==> config.mk <==
export PLATFORM = sky130hd
export DESIGN_NAME = hazard_stall_unit_flat
export DESIGN_NICKNAME = d
export VERILOG_FILES = /design/src/rtl/hazard_stall_unit_if.sv /design/src/rtl/hazard_stall_unit.sv /design/src/flat_wrapper.sv
export SDC_FILE = /design/constraint.sdc
export NUM_CORES = 1
export LEC_CHECK = 0
export CAP_MARGIN = 20
export CORE_UTILIZATION = 40
export CTS_BUF_LIST = sky130_fd_sc_hd__clkbuf_2 sky130_fd_sc_hd__clkbuf_4 sky130_fd_sc_hd__clkbuf_8
export DETAILED_ROUTE_END_ITERATION = 10
export PLACE_DENSITY = 0.78
export SLEW_MARGIN = 10
export SYNTH_ARGS = -nofsm -noshare
export SYNTH_HDL_FRONTEND = slang
export SYNTH_SLANG_ARGS = --single-unit
==> constraint.sdc <==
create_clock -name clk -period 4.8 [get_ports clk]
set_input_delay 0.48 -clock clk [delete_from_list [all_inputs] [get_ports clk]]
set_output_delay 0.48 -clock clk [all_outputs]
set_load 0.01 [all_outputs]
==> src/rtl/hazard_stall_unit_if.sv <==
// Signal bundle between the pipeline control fabric (master) and hazard_stall_unit (slave).
// dmem_req/dmem_ready form a valid/ready pair: an access is outstanding from the first cycle
// dmem_req is high until the first cycle dmem_ready is high (inclusive); ready may rise with req.
interface hazard_stall_unit_if #(
  parameter int CNT_W = 32
);
  logic [4:0]       IF_ID_read_reg1;
  logic [4:0]       IF_ID_read_reg2;
  logic             IF_ID_use_reg1;
  logic             IF_ID_use_reg2;
  logic             ID_EXE_mem_r;
  logic [4:0]       ID_EXE_written_reg;
  logic             EXE_branch_taken;
  logic             dmem_req;
  logic             dmem_ready;

  logic             PC_write;
  logic             IF_ID_write;
  logic             IF_ID_flush;
  logic             ID_EXE_flush;
  logic             pipe_freeze;
  logic             mem_timeout_err;
  logic [CNT_W-1:0] load_stall_cnt;
  logic [CNT_W-1:0] flush_cnt;
  logic [CNT_W-1:0] mem_wait_cnt;
  logic             state_dbg;

  modport master (
    output IF_ID_read_reg1, IF_ID_read_reg2, IF_ID_use_reg1, IF_ID_use_reg2,
           ID_EXE_mem_r, ID_EXE_written_reg, EXE_branch_taken, dmem_req, dmem_ready,
    input  PC_write, IF_ID_write, IF_ID_flush, ID_EXE_flush, pipe_freeze,
           mem_timeout_err, load_stall_cnt, flush_cnt, mem_wait_cnt, state_dbg
  );

  modport slave (
    input  IF_ID_read_reg1, IF_ID_read_reg2, IF_ID_use_reg1, IF_ID_use_reg2,
           ID_EXE_mem_r, ID_EXE_written_reg, EXE_branch_taken, dmem_req, dmem_ready,
    output PC_write, IF_ID_write, IF_ID_flush, ID_EXE_flush, pipe_freeze,
           mem_timeout_err, load_stall_cnt, flush_cnt, mem_wait_cnt, state_dbg
  );
endinterface

==> src/rtl/hazard_stall_unit.sv <==
// Pipeline stall/bubble/flush control for load-use, taken-branch and data-memory-wait hazards,
// with saturating hazard statistics and a sticky memory-timeout error.
module hazard_stall_unit #(
  parameter int CNT_W       = 32,
  parameter int MEM_TIMEOUT = 16
) (
  input  logic                 clk,
  input  logic                 rst,
  hazard_stall_unit_if.slave   hz
);

  localparam int TW = $clog2(MEM_TIMEOUT + 1);

  typedef enum logic {
    RUN      = 1'b0,
    MEM_WAIT = 1'b1
  } state_e;

  state_e           state_q, state_d;
  logic [TW-1:0]    timer_q, timer_d;
  logic             err_q, err_d;
  logic [CNT_W-1:0] stall_cnt_q, stall_cnt_d;
  logic [CNT_W-1:0] flush_cnt_q, flush_cnt_d;
  logic [CNT_W-1:0] wait_cnt_q, wait_cnt_d;

  logic load_use;
  logic mem_busy;
  logic hold;
  logic inc_stall;
  logic inc_flush;
  logic inc_wait;

  function automatic logic [CNT_W-1:0] sat_inc(input logic [CNT_W-1:0] v, input logic en);
    return (en && (v != '1)) ? v + CNT_W'(1) : v;
  endfunction

  // x0 is hardwired zero, so a load targeting it never creates a dependency.
  assign load_use = hz.ID_EXE_mem_r && (hz.ID_EXE_written_reg != 5'd0) &&
                    ((hz.IF_ID_use_reg1 && (hz.ID_EXE_written_reg == hz.IF_ID_read_reg1)) ||
                     (hz.IF_ID_use_reg2 && (hz.ID_EXE_written_reg == hz.IF_ID_read_reg2)));

  assign mem_busy = hz.dmem_req && !hz.dmem_ready;

  always_comb begin
    state_d  = state_q;
    timer_d  = timer_q;
    err_d    = err_q;
    hold     = 1'b0;
    inc_wait = 1'b0;
    case (state_q)
      RUN: begin
        if (mem_busy) begin
          hold    = 1'b1;
          state_d = MEM_WAIT;
          timer_d = TW'(1);
        end
      end
      MEM_WAIT: begin
        inc_wait = 1'b1;
        if (hz.dmem_ready) begin
          state_d = RUN;
          timer_d = '0;
        end else begin
          hold = 1'b1;
          // Give up on the access rather than deadlock the core; the error stays latched.
          if (timer_q == TW'(MEM_TIMEOUT)) begin
            err_d   = 1'b1;
            state_d = RUN;
            timer_d = '0;
          end else begin
            timer_d = timer_q + TW'(1);
          end
        end
      end
      default: begin
        state_d = RUN;
        timer_d = '0;
      end
    endcase
  end

  // Priority: memory wait freezes everything, a redirect squashes any load-use victim.
  always_comb begin
    hz.PC_write     = 1'b1;
    hz.IF_ID_write  = 1'b1;
    hz.IF_ID_flush  = 1'b0;
    hz.ID_EXE_flush = 1'b0;
    hz.pipe_freeze  = 1'b0;
    inc_flush       = 1'b0;
    inc_stall       = 1'b0;
    if (hold) begin
      hz.pipe_freeze = 1'b1;
      hz.PC_write    = 1'b0;
      hz.IF_ID_write = 1'b0;
    end else if (hz.EXE_branch_taken) begin
      hz.IF_ID_flush  = 1'b1;
      hz.ID_EXE_flush = 1'b1;
      inc_flush       = 1'b1;
    end else if (load_use) begin
      hz.PC_write     = 1'b0;
      hz.IF_ID_write  = 1'b0;
      hz.ID_EXE_flush = 1'b1;
      inc_stall       = 1'b1;
    end
  end

  assign stall_cnt_d = sat_inc(stall_cnt_q, inc_stall);
  assign flush_cnt_d = sat_inc(flush_cnt_q, inc_flush);
  assign wait_cnt_d  = sat_inc(wait_cnt_q, inc_wait);

  always_ff @(posedge clk) begin
    if (rst) begin
      state_q     <= RUN;
      timer_q     <= '0;
      err_q       <= 1'b0;
      stall_cnt_q <= '0;
      flush_cnt_q <= '0;
      wait_cnt_q  <= '0;
    end else begin
      state_q     <= state_d;
      timer_q     <= timer_d;
      err_q       <= err_d;
      stall_cnt_q <= stall_cnt_d;
      flush_cnt_q <= flush_cnt_d;
      wait_cnt_q  <= wait_cnt_d;
    end
  end

  assign hz.mem_timeout_err = err_q;
  assign hz.load_stall_cnt  = stall_cnt_q;
  assign hz.flush_cnt       = flush_cnt_q;
  assign hz.mem_wait_cnt    = wait_cnt_q;
  assign hz.state_dbg       = state_q;

endmodule

==> src/flat_wrapper.sv <==
// flat-port wrapper written by rule: the top's interface ports become plain ports
module hazard_stall_unit_flat 
#(
  parameter int CNT_W       = 32,
  parameter int MEM_TIMEOUT = 16
)
  (clk, rst, hz_IF_ID_read_reg1, hz_IF_ID_read_reg2, hz_IF_ID_use_reg1, hz_IF_ID_use_reg2, hz_ID_EXE_mem_r, hz_ID_EXE_written_reg, hz_EXE_branch_taken, hz_dmem_req, hz_dmem_ready, hz_PC_write, hz_IF_ID_write, hz_IF_ID_flush, hz_ID_EXE_flush, hz_pipe_freeze, hz_mem_timeout_err, hz_load_stall_cnt, hz_flush_cnt, hz_mem_wait_cnt, hz_state_dbg);
  hazard_stall_unit_if #(.CNT_W(CNT_W)) hz_i ();
  input  logic clk;
  input  logic rst;
  input wire logic [$bits(hz_i.IF_ID_read_reg1)-1:0] hz_IF_ID_read_reg1;
  input wire logic [$bits(hz_i.IF_ID_read_reg2)-1:0] hz_IF_ID_read_reg2;
  input wire logic [$bits(hz_i.IF_ID_use_reg1)-1:0] hz_IF_ID_use_reg1;
  input wire logic [$bits(hz_i.IF_ID_use_reg2)-1:0] hz_IF_ID_use_reg2;
  input wire logic [$bits(hz_i.ID_EXE_mem_r)-1:0] hz_ID_EXE_mem_r;
  input wire logic [$bits(hz_i.ID_EXE_written_reg)-1:0] hz_ID_EXE_written_reg;
  input wire logic [$bits(hz_i.EXE_branch_taken)-1:0] hz_EXE_branch_taken;
  input wire logic [$bits(hz_i.dmem_req)-1:0] hz_dmem_req;
  input wire logic [$bits(hz_i.dmem_ready)-1:0] hz_dmem_ready;
  output wire logic [$bits(hz_i.PC_write)-1:0] hz_PC_write;
  output wire logic [$bits(hz_i.IF_ID_write)-1:0] hz_IF_ID_write;
  output wire logic [$bits(hz_i.IF_ID_flush)-1:0] hz_IF_ID_flush;
  output wire logic [$bits(hz_i.ID_EXE_flush)-1:0] hz_ID_EXE_flush;
  output wire logic [$bits(hz_i.pipe_freeze)-1:0] hz_pipe_freeze;
  output wire logic [$bits(hz_i.mem_timeout_err)-1:0] hz_mem_timeout_err;
  output wire logic [$bits(hz_i.load_stall_cnt)-1:0] hz_load_stall_cnt;
  output wire logic [$bits(hz_i.flush_cnt)-1:0] hz_flush_cnt;
  output wire logic [$bits(hz_i.mem_wait_cnt)-1:0] hz_mem_wait_cnt;
  output wire logic [$bits(hz_i.state_dbg)-1:0] hz_state_dbg;
  assign hz_i.IF_ID_read_reg1 = hz_IF_ID_read_reg1;
  assign hz_i.IF_ID_read_reg2 = hz_IF_ID_read_reg2;
  assign hz_i.IF_ID_use_reg1 = hz_IF_ID_use_reg1;
  assign hz_i.IF_ID_use_reg2 = hz_IF_ID_use_reg2;
  assign hz_i.ID_EXE_mem_r = hz_ID_EXE_mem_r;
  assign hz_i.ID_EXE_written_reg = hz_ID_EXE_written_reg;
  assign hz_i.EXE_branch_taken = hz_EXE_branch_taken;
  assign hz_i.dmem_req = hz_dmem_req;
  assign hz_i.dmem_ready = hz_dmem_ready;
  assign hz_PC_write = hz_i.PC_write;
  assign hz_IF_ID_write = hz_i.IF_ID_write;
  assign hz_IF_ID_flush = hz_i.IF_ID_flush;
  assign hz_ID_EXE_flush = hz_i.ID_EXE_flush;
  assign hz_pipe_freeze = hz_i.pipe_freeze;
  assign hz_mem_timeout_err = hz_i.mem_timeout_err;
  assign hz_load_stall_cnt = hz_i.load_stall_cnt;
  assign hz_flush_cnt = hz_i.flush_cnt;
  assign hz_mem_wait_cnt = hz_i.mem_wait_cnt;
  assign hz_state_dbg = hz_i.state_dbg;
  hazard_stall_unit #(.CNT_W(CNT_W), .MEM_TIMEOUT(MEM_TIMEOUT)) u_core (.clk(clk), .rst(rst), .hz(hz_i));
endmodule
Word-level counts from Yosys, hierarchy flattened
Cells that the tools add are included.
Cells by class
  add/sub/neg operators: 4
  eq/ne operators: 7
  muxes and demuxes: 22
  bitwise operators: 2
  reductions and logical operators: 12
Operators by type and width (number)
  $add A32 B1 Y32 const B: 3
  $ne A32 B32 Y1 const B: 3
  $mux W1: 16
  $mux W5: 3
  $eq A5 B5 Y1: 2
  $pmux W5 S2: 1
  $logic_and A1 B1 Y1: 8
  $add A5 B1 Y5 const B: 1
  $eq A5 B5 Y1 const B: 1
  $reduce_bool A5 Y1: 1
  $pmux W1 S2: 2
  $reduce_and A3 Y1: 1
  $ne A2 B1 Y1 const B: 1
  $not A1 Y1: 2
  $logic_not A1 Y1: 1
  $logic_or A1 B1 Y1: 1
Word-level totals
  bits in registers: 103
  input port bits: 23
  output and inout port bits: 103

Logic depth before layout (Yosys ltp)
  depth after elaboration: 8
  depth in mapped cells: 10

Worst setup path after synthesis
Ideal clock, no wire load.
  path type: register to register
  start point: reg u_core.stall_cnt_q[7] (netlist: u_core.hz.load_stall_cnt[7])
  end point: reg u_core.stall_cnt_q[28] (netlist: u_core.hz.load_stall_cnt[28])
  library setup time: 123 ps
  arrival time: 2080 ps
  slack: 2596 ps
  cell stages (with the launch flop): 8
  clock period less this slack: 2204 ps
  path through: dfxtp_1 > and4_1 > buf_6 > nand3_4 > or4_1 > buf_2 > nor4_1 > mux2_1
Between the ends
  cells in the longest elaborated chain, start to end: 2
  elaborated cells on any way between the ends: 3
  classes of those cells: add/sub (1); eq/ne (1); reduce/logical (1)
Ends and longest elaborated chain
  start, declared: line hazard_stall_unit.sv:22  | logic [CNT_W-1:0] stall_cnt_q, stall_cnt_d;
  start signal, assigned: line hazard_stall_unit.sv:123  | stall_cnt_q <= stall_cnt_d;
  branches (longest 2 deep; another with $add A32 B1 Y32)
Parallel ways; which one is timed is not known.
A chain may end at the register's enable or synchronous reset.

Final worst setup path
  start point: in hz_ID_EXE_written_reg[0]
  end point: out hz_IF_ID_write
Between the ends
  cells in the longest elaborated chain, start to end: 7
  elaborated cells on any way between the ends: 11
  classes of those cells: eq/ne (2); mux (3); reduce/logical (6)
Ends and longest elaborated chain
  start, declared: line flat_wrapper.sv:16  | input wire logic [$bits(hz_i.ID_EXE_written_reg)-1:0] hz_ID_EXE_written_reg;
  $eq A5 B5 Y1, on equally long branches: line hazard_stall_unit.sv:39, hazard_stall_unit.sv:40
  $logic_and A1 B1 Y1, on equally long branches: line hazard_stall_unit.sv:39, hazard_stall_unit.sv:40
  $logic_or A1 B1 Y1: line hazard_stall_unit.sv:39  | ((hz.IF_ID_use_reg1 && (hz.ID_EXE_written_reg == hz.IF_ID_read_reg1)) ||
  $logic_and A1 B1 Y1 *: line hazard_stall_unit.sv:38  | assign load_use = hz.ID_EXE_mem_r && (hz.ID_EXE_written_reg != 5'd0) &&
  $mux W1 *: line hazard_stall_unit.sv:99  | end else if (load_use) begin
  $mux W1 *: line hazard_stall_unit.sv:95  | end else if (hz.EXE_branch_taken) begin
  $mux W1 *: line hazard_stall_unit.sv:91  | if (hold) begin
  end, declared: line flat_wrapper.sv:21  | output wire logic [$bits(hz_i.IF_ID_write)-1:0] hz_IF_ID_write;
Every way passes the cells marked *; elsewhere a longest branch is shown, timed or not.

==> flow_summary.ini <==
[placed_design]
gp_congestion = 0.847
port_buffers = 125
dpl.hpwl_um = 9990

[floorplanning]
initial_core_util_pct = 41.2
die_x_um = 116
core_mm2 = 0.0127
die_h_um = 116
ioPinCount = 126
die_area_mm2 = 0.0136
num_rows = 41

[sta]
max_slew_margin_pct = 45.3
fin_worst_skew_ps = 8.40
hold_viol_final = 0
fmax_mhz = 332
setup_viol = 0
finalCritPeriodShare_pct = 62.8
fin_setup_tns_ps = 0
final_max_slew_viol_count = 0
rsz0062_at_grt = no
fin_crit_ps = 3020
worst-slew-pin-transition_ps = 820

[clocking]
cts.clk_slew.worst_paths_ps = 90
cts_tree = done
cts_root_buf = clkbuf_8
ctsHoldBuffers = 0
numCtsBuffers = 9
clk_latency_ps = 380
cts_buffer_depth = 2
cts_setup_buffers = 0
cts_resized = 0
htree_levels = 3
clock_sinks = 103

[final_layout]
num-nets-final = 766
area_growth_pct = 30.0
num_antenna_cells = 0
n_fill_cell = 1169
drive_gt1_share_pct = 4.44

[drt]
ant_nets = 0
first_pass_iters = 4
wl_met2_um = 6840
wl_um = 13800
wl_met3_um = 633
met1_length_um = 6050
maxUsedRoutingLayer = met4
wl_per_cell_um = 15.1
vias = 5127
drt-initial-drc-count = 379
drc = 0
avgViaCountPerCell = 5.60

[setup_path]
required_ps = 4320
cp.arrival_ps = 2540
crit_fanout = 3
critical_path_class = in2out
crit_path_end_kind = primary output
start_kind = primary input

[synthesis]
postSynthCellCount = 625
post-synth-top-count-cell = dfxtp_1
synthArstFlopShare_pct = 0
ys_ff_latch = 103
synth_warnings = 0
syn_nets = 653
synth_flop_cell = dfxtp_1
seq_area_frac_synth_pct = 39.3
synth-edff-count = 0
yosys-top-cells-area = dfxtp_1 (39%), xnor2_1 (5.8%), nor2_1 (4.9%), nand4_1 (3.9%), a21oi_1 (3.9%)
synth.avg_cell_area_um2 = 8.39
ys_types = 59
netlist_area_mm2 = 0.00524
synth_top_area_share_pct = 39.3
synth_common_cells = dfxtp_1 (103), nor2_1 (68), nand2_1 (43)
yosys.area.top_type = dfxtp_1

[global_routing]
grt_usage_pct = 20.3
antenna_found_initial = 0
grt_pass1_vias = 4787
grt_pass1_wl_um = 22100
grt_overflow = 0
grt_max_degree = 59

[flow_run]
cap_violations = 0

[power]
power.total_mw = 1.56
p_per_area_mw_per_mm2 = 229
p_leak_nw = 2.11
ir_drop_uv = 103

[status]
status = finished clean

[worst_hold_path]
hold_class = reg2reg
## sequential cells by signal, indices dropped and copies added (netlist names)
name / cells
u_core.hz.flush_cnt: 32
u_core.hz.load_stall_cnt: 32
u_core.hz.mem_wait_cnt: 32
u_core.timer_q: 5
u_core.hz.mem_timeout_err: 1
u_core.hz.state_dbg: 1
## power breakdown
group / switching, mW / internal [mW]
combinational: 0.0482 / 0.0429
sequential: 0.00658 / 0.857
clock: 0.295 / 0.310
## cells by family (layout without fill, tap and decap cells)
| group | count (synthesis) | after routing | synth area share (%) |
|---|---|---|---|
| xor+xnor | 57 | 57 | 9.52 |
| fa+ha+maj | 5 | 5 | 1.19 |
| compound gates | 106 | 106 | 13.1 |
| flops | 103 | 103 | 39.3 |
| simple gates | 301 | 301 | 31.2 |
| mux | 9 | 9 | 1.89 |
| buf+inv | 44 | 162 | 3.70 |
## critical path: stages
cell             delay (ps)
clkdlybuf4s50_1         460
or4_1                   580
o21a_1                  230
a31oi_1                 220
clkdlybuf4s50_1         570
## path summary, 6_finish.rpt
check / slack [ps] / cells after the start / start / end
hold reg to reg: 510 / 1 / u_core.timer_q[4] / u_core.timer_q[4]
hold / removal: 510 / 1 / u_core.timer_q[4] / u_core.timer_q[4]
setup / recovery: 1780 / 5 / hz_ID_EXE_written_reg[0] / hz_IF_ID_write
setup reg to reg: 2050 / 6 / u_core.hz.load_stall_cnt[3] / u_core.hz.load_stall_cnt[31]
## cell usage in the layout, fill, tap and decap left out, drive strengths merged, types with 3 or more instances in the layout
| cell | n |
|---|---|
| clkdlybuf4s50 | 124 |
| dfxtp | 103 |
| nor2 | 68 |
| nand2 | 43 |
| a21oi | 41 |
| nand3 | 39 |
| xnor2 | 35 |
| nand4 | 33 |
| or3 | 29 |
| o21ai | 28 |
| xor2 | 22 |
| nor3 | 19 |
| inv | 19 |
| or4 | 14 |
| nor4 | 14 |
| and4 | 12 |
| clkbuf | 12 |
| o31ai | 10 |
| and3 | 10 |
| nor2b | 9 |
| mux2 | 7 |
| o211ai | 5 |
| ha | 5 |
| a311oi | 3 |
| buf | 3 |
| nor4b | 3 |
## routing by layer
| layer | global-route usage, % | vias to the layer above |
|---|---|---|
| met1 | 24.5 | 2448 |
| met2 | 35.5 | 148 |
| li1 | - | 2512 |
| met3 | 3.17 | 19 |
| met5 | 0 | - |
| met4 | 8.55 | 0 |
## metrics by stage
step | std cells | util [%] | hold slack [ps] | setup WS, ps | instance area (um2)
2_1_floorplan | 625 | - | 451 | 2600 | 5240
3_3_place_gp | 899 | 51.9 | 472 | 1720 | 6600
3_5_place_dp | 899 | 51.9 | 486 | 1580 | 6600
4_1_cts | 915 | 53.6 | 506 | 1760 | 6820
5_1_grt | 915 | 53.6 | 537 | 1650 | 6820
6_report | 915 | 53.6 | 508 | 1780 | 6820
## area by class of cell
type	count	area, um2	area share, %
Clock buffer	12	146	2.15
Clock inverter	4	70.1	1.03
Inverter	19	71.3	1.05
Multi-Input combinational cell	478	2990	43.8
Sequential cell	103	2060	30.3
Tap cell	172	215	3.16
Timing Repair Buffer	127	1260	18.5
No activity file was read; power rests on OpenSTA's default activity.
